## src/rtl/clk_div_prog.sv

```systemverilog
// clk_div_prog: runtime-programmable divider producing a period tick and a divided square wave.
// Newly written divisors wait in a shadow register until the next period boundary or a restart.
module clk_div_prog #(
    parameter int          CNT_WIDTH   = 27,
    parameter int unsigned DIV_DEFAULT = 100_000_000
) (
    input  logic                 i_clk,
    input  logic                 i_rst,
    input  logic                 i_en,
    input  logic                 i_restart,
    input  logic                 i_div_wr,
    input  logic [CNT_WIDTH-1:0] i_div_val,
    output logic                 o_tick,
    output logic                 clk_o,
    output logic [CNT_WIDTH-1:0] o_cnt,
    output logic [CNT_WIDTH-1:0] o_div,
    output logic                 o_pend,
    output logic                 o_div_err
);
    logic [CNT_WIDTH-1:0] r_cnt, r_div, r_shadow;
    logic                 r_pend, r_tick, r_clk, r_err;
    logic [CNT_WIDTH-1:0] w_last, w_half, w_cnt_next, w_div_next;
    logic                 w_wrap, w_wr_ok, w_apply;

    always_comb begin
        w_last     = r_div - CNT_WIDTH'(1);
        w_half     = r_div - (r_div >> 1);
        w_wrap     = i_en && (r_cnt == w_last);
        w_wr_ok    = i_div_wr && (i_div_val != '0);
        w_apply    = i_restart || w_wrap;
        w_cnt_next = w_apply ? '0 : i_en ? r_cnt + CNT_WIDTH'(1) : r_cnt;
        // A write landing on a boundary bypasses the shadow and takes effect immediately
        w_div_next = w_wr_ok ? i_div_val : r_pend ? r_shadow : r_div;
    end

    always_ff @(posedge i_clk) begin
        if (i_rst) begin
            r_cnt    <= '0;
            r_div    <= CNT_WIDTH'(DIV_DEFAULT);
            r_shadow <= '0;
            r_pend   <= 1'b0;
            r_tick   <= 1'b0;
            r_clk    <= 1'b0;
            r_err    <= 1'b0;
        end else begin
            r_cnt  <= w_cnt_next;
            r_tick <= w_wrap && !i_restart;
            r_err  <= i_div_wr && (i_div_val == '0);
            if (i_restart)
                r_clk <= 1'b0;
            else if (i_en)
                r_clk <= w_cnt_next >= w_half;
            if (w_apply) begin
                r_div  <= w_div_next;
                r_pend <= 1'b0;
            end else if (w_wr_ok) begin
                r_shadow <= i_div_val;
                r_pend   <= 1'b1;
            end
        end
    end

    assign o_tick    = r_tick;
    assign clk_o     = r_clk;
    assign o_cnt     = r_cnt;
    assign o_div     = r_div;
    assign o_pend    = r_pend;
    assign o_div_err = r_err;
endmodule

```

## config.mk

```make
export PLATFORM = sky130hd
export DESIGN_NAME = clk_div_prog
export DESIGN_NICKNAME = d
export VERILOG_FILES = /design/src/rtl/clk_div_prog.sv
export SDC_FILE = /design/constraint.sdc
export NUM_CORES = 1
export LEC_CHECK = 0
export BUFFER_PORTS_ARGS = -buffer_cell sky130_fd_sc_hd__buf_2
export CAP_MARGIN = 10
export CORE_MARGIN = 2
export CORE_UTILIZATION = 58
export CTS_BUF_LIST = sky130_fd_sc_hd__clkbuf_16
export DETAILED_ROUTE_END_ITERATION = 8
export PLACE_DENSITY = 0.91
export SLEW_MARGIN = 20
export SYNTH_ARGS = -nofsm -noshare
export SYNTH_HDL_FRONTEND = slang
export SYNTH_SLANG_ARGS = --single-unit
export TNS_END_PERCENT = 100
```

## constraint.sdc

```tcl
create_clock -name i_clk -period 5.21 [get_ports i_clk]
set_input_delay 0.7815 -clock i_clk [delete_from_list [all_inputs] [get_ports i_clk]]
set_output_delay 0.7815 -clock i_clk [all_outputs]
set_load 0.03 [all_outputs]
```

==> results <==
- The data arrival time of the critical path is about 5.0 ns.
- Of all nets on the critical path, the largest fanout is 9.
- The tightest hold path in the finished design has a slack of about 0.47 ns.
- The final worst slack is 0.432 ns.
- The post-CTS resize count is 0.
- The maximum VDD drop is between 0.15 and 0.2 mV.
- The number of diodes added for antenna fixing is 0.
- The number of enable-type register cells in the synthesized netlist is 0.
- The pin count of the biggest net entering global routing is 99.
- The number of buffers created by CTS is 9.
- Synthesis inferred between 80 and 90 register bits.
- Fill cells in the final layout number 900.
- The H-tree depth is 3.
- 90 I/O pins were placed.
- The total power per unit cell area is about 250 nW/µm².
- Dividing the final minimum period by the clock period gives between 90% and 100%.
- The die is 113 µm wide.
- The hold violation count in the final report came to 0.
- The pre-antenna-repair detailed-routing pass consisted of 5 iterations.
- The detailed router finished its first iteration with roughly 500 violations.
- The count of buffers added on input and output ports is 89.
- The commonest cells after synthesis are sky130_fd_sc_hd__nor2_1, sky130_fd_sc_hd__dfxtp_1, sky130_fd_sc_hd__ha_1, sky130_fd_sc_hd__nand2b_1, sky130_fd_sc_hd__xnor2_1.
- After global routing the overflow that remains totals 0.
- The run finished with clean final reports.
- Setup repair after global routing left no endpoint under its margin.
- The ratio of cells with drive above 1 in the final layout is 14.0%.
- The stage delay of the slowest cell on the critical path is 0.51 ns.
- For this design the static power due to leakage is 0.00346 µW.
- In the final layout, the multi-input gates occupy ~5000 µm².
- The core box area is 11600 µm².
- After clock tree synthesis, the clock-pin slew on the worst setup and hold paths is 0.07 ns.
- The routed length on met2 is 8030 µm.
- The slew at the pin closest to its max-slew limit is ~1 ns.
- The count of clock tree sinks is 85.
- Setup total negative slack on the finished layout was measured at 0 ns.
- The relative slew slack is 33.6%.
- The number of nets in the layout is 1022.
- The die covers 12900 µm².
- After legalization and detailed placement, the total HPWL measured roughly 13000 µm.
- The most frequently used cell type in the post-synthesis netlist is sky130_fd_sc_hd__nor2_1.
- The master of the slowest instance on the critical path is sky130_fd_sc_hd__or4_1.
- The final critical-path required period is 4.78 ns.
- The number of hold buffers added after CTS was 0.
- The synthesized design spends more area on one cell type than any other, namely sky130_fd_sc_hd__dfxtp_1.
- The average instance in the mapped netlist occupies 8.32 µm².
- The via count of the first global-routing pass is 6052.
- The count of warnings emitted by yosys is 0.
- The part of the Yosys area used for sequential elements is 24.5%.
- The routed design uses 1490 µm of met3 wire.
- The most used flip-flop cell after synthesis is sky130_fd_sc_hd__dfxtp_1.
- The maximum achievable frequency is 209 MHz.
- TritonCTS built the clock tree.
- After detailed routing, no signal wire sits above met4.
- The first-pass GRT wire length is a little under 30000 µm.
- The mapped netlist covers 6940 µm².
- The number of setup violations in the final report is 0.
- The tree is rooted in a sky130_fd_sc_hd__clkbuf_16.
- The worst-case setup slack after placement is around 0.57 ns.
- The number of routed nets with antenna violations is 0.
- The critical path start-end classification is reg2reg.
- The async set-reset flop share out of synthesis is 0%.
- The worst setup path is captured at a flop.
- The signal on the critical path passes through inv_1, ha_1, xor2_1, nand3_1, or4_1, nor4_1, nand4_1, o41ai_4, buf_4, nor2_1, ha_1, nor2b_1, o21ai_0, a21boi_0, o41ai_1, a211oi_1, o31a_1, nor3_1, nor4_1.
- The number of core rows is 39.
- Counting distinct cell types in the post-synthesis netlist gives 56.
- Relative to the synthesized area, the layout overhead comes to 11.8%.
- After detailed routing, the total wire length is 17900 µm.
- By area the synthesized netlist is led by sky130_fd_sc_hd__dfxtp_1, sky130_fd_sc_hd__ha_1, sky130_fd_sc_hd__mux2i_1.
- The total area of sequential cells is 1700 µm².
- The met1 routed wirelength after detailed routing is 7670 µm.
- The setup skew after layout is 0.00638 ns.
- The average vias per placed instance is 6.01.
- The combined global-route utilization of all metal layers is 28.3%.
- The count of buffers added by post-CTS timing repair for setup is 0.
- For the worst setup path, the data required time is 5.42 ns.
- The wire length per cell is 17.0 µm.
- The floorplan step set the die height to approximately 110 µm.
- No sink is reached through more buffers than the 2 on the longest clock path.
- The worst hold-check path type is reg2reg.
- At the end of routability-driven placement, the weighted congestion stood at 0.954.
- The effective utilization at floorplan is 60.0%.
- The via total after detailed routing is 6345.
- The number of antenna violations at the first check in global routing is 0.
- The synthesized design devotes to its leading area cell type between 20% and 30% of total area.
- In the routed design, unresolved DRC markers number 0.
- At the later pin of the worst-skew pair, clock insertion delay measures approximately 0.35 ns.
- The worst setup path is launched from a flop.
- In the synthesized netlist, the number of instances is 834.
- Max-cap violations in this run came to 0.
- The number of nets in the synthesized netlist is around 950.
- The final max-slew violation count is 0.
[worst max-delay path: cells and delay by family (launching register included)]
family | cells | cell delay [ns]
AOI/OAI and AO/OA | 6 | 1.29
adders and majority gates | 2 | 0.63
xor gates and xnor gates | 1 | 0.15
DFF | 1 | 0.44
and+or+nand+nor | 8 | 1.79
buffers and inverters | 2 | 0.33
[layout make-up]
type                            instances  area share, %
Clock buffer                            9           2.90
Inverter                               50           2.42
Multi-Input combinational cell        666           63.4
Clock inverter                          7          0.629
Tap cell                              143           2.31
Sequential cell                        85           21.9
Timing Repair Buffer                   96           6.42
[sequential cells by signal, summed over array words and instances (netlist names)]
register   count
clk_o          1
o_pend         1
o_div_err      1
o_cnt         27
o_div         27
o_tick         1
r_shadow      27
[kinds of logic (layout without fill, tap and decap cells)]
logic type	after synthesis	after routing	synth area share [%]
xor+xnor	93	93	11.7
flops	85	85	24.5
fa+ha+maj	82	82	14.9
simple gates	309	309	22.7
mux	64	64	9.41
buf+inv	83	162	4.69
compound gates	118	118	12.0
[path summary, 6_finish.rpt]
check	slack [ns]	end	startpoint	cells past startpoint
hold reg to reg	0.47	r_shadow[24]$_SDFFE_PP0P_	r_shadow[24]$_SDFFE_PP0P_	2
setup reg to reg	0.43	clk_o$_SDFFE_PP0P_	o_div[1]$_SDFFE_PP0P_	19
setup / recovery	0.43	clk_o$_SDFFE_PP0P_	o_div[1]$_SDFFE_PP0P_	19
hold / removal	0.47	r_shadow[24]$_SDFFE_PP0P_	r_shadow[24]$_SDFFE_PP0P_	2
[per-layer routing]
| layer | track usage [%] | vias up |
|---|---|---|
| met5 | 0 | - |
| met4 | 13.2 | 0 |
| met3 | 4.52 | 64 |
| met2 | 45.0 | 307 |
| met1 | 38.0 | 2912 |
| li1 | - | 3062 |
[where the power goes]
group	internal, µW	leakage (µW)	total (µW)	switching [µW]
registers	678	0.000694	714	35.8
logic	264	0.00263	647	383
clock network	326	0.000138	614	288
total	1270	0.00346	1980	707
[through the flow]
| step | cell area [µm²] | power, µW | utilization, % | cells |
|---|---|---|---|---|
| 5_1_grt | 7760 | 2070 | 67.1 | 1056 |
| 2_1_floorplan | 6940 | 1200 | - | 834 |
| 6_report | 7760 | 1980 | 67.1 | 1056 |
| 3_3_place_gp | 7480 | 1330 | 64.7 | 1040 |
| 4_1_cts | 7760 | 1960 | 67.1 | 1056 |
| 3_5_place_dp | 7480 | 1350 | 64.7 | 1040 |
[cells in the final DEF, fill, tap and decap left out, types with 3 or more instances in the layout]
| cell | Yosys | final |
|---|---|---|
| sky130_fd_sc_hd__a21oi_1 | 36 | 36 |
| sky130_fd_sc_hd__mux2i_1 | 54 | 54 |
| sky130_fd_sc_hd__ha_1 | 81 | 81 |
| sky130_fd_sc_hd__nor2_1 | 114 | 114 |
| sky130_fd_sc_hd__o31ai_1 | 6 | 6 |
| sky130_fd_sc_hd__inv_6 | 0 | 3 |
| sky130_fd_sc_hd__o211ai_1 | 3 | 3 |
| sky130_fd_sc_hd__and4_1 | 4 | 4 |
| sky130_fd_sc_hd__o31a_1 | 3 | 3 |
| sky130_fd_sc_hd__nor2b_1 | 9 | 9 |
| sky130_fd_sc_hd__xnor2_1 | 56 | 56 |
| sky130_fd_sc_hd__buf_2 | 11 | 89 |
| sky130_fd_sc_hd__a21o_1 | 5 | 5 |
| sky130_fd_sc_hd__nand3_1 | 15 | 15 |
| sky130_fd_sc_hd__nand2_1 | 29 | 29 |
| sky130_fd_sc_hd__or4_1 | 4 | 4 |
| sky130_fd_sc_hd__xor2_1 | 37 | 37 |
| sky130_fd_sc_hd__nor3_1 | 13 | 13 |
| sky130_fd_sc_hd__a31oi_1 | 5 | 5 |
| sky130_fd_sc_hd__or3_1 | 4 | 4 |
| sky130_fd_sc_hd__a311oi_1 | 18 | 18 |
| sky130_fd_sc_hd__dfxtp_1 | 85 | 85 |
| sky130_fd_sc_hd__o21ai_0 | 10 | 9 |
| sky130_fd_sc_hd__and3_1 | 9 | 9 |
| sky130_fd_sc_hd__a211oi_1 | 9 | 9 |
| sky130_fd_sc_hd__nand2b_1 | 64 | 64 |
| sky130_fd_sc_hd__nor4_1 | 15 | 15 |
| sky130_fd_sc_hd__clkbuf_16 | 0 | 9 |
| sky130_fd_sc_hd__inv_1 | 50 | 50 |
| sky130_fd_sc_hd__o311ai_0 | 3 | 3 |
| sky130_fd_sc_hd__nand4_1 | 16 | 16 |
| sky130_fd_sc_hd__buf_4 | 0 | 7 |
| sky130_fd_sc_hd__mux2_2 | 10 | 10 |
| sky130_fd_sc_hd__and2_1 | 4 | 4 |
| sky130_fd_sc_hd__o21bai_1 | 4 | 4 |
Note: power is estimated with default switching activity, not from simulation.
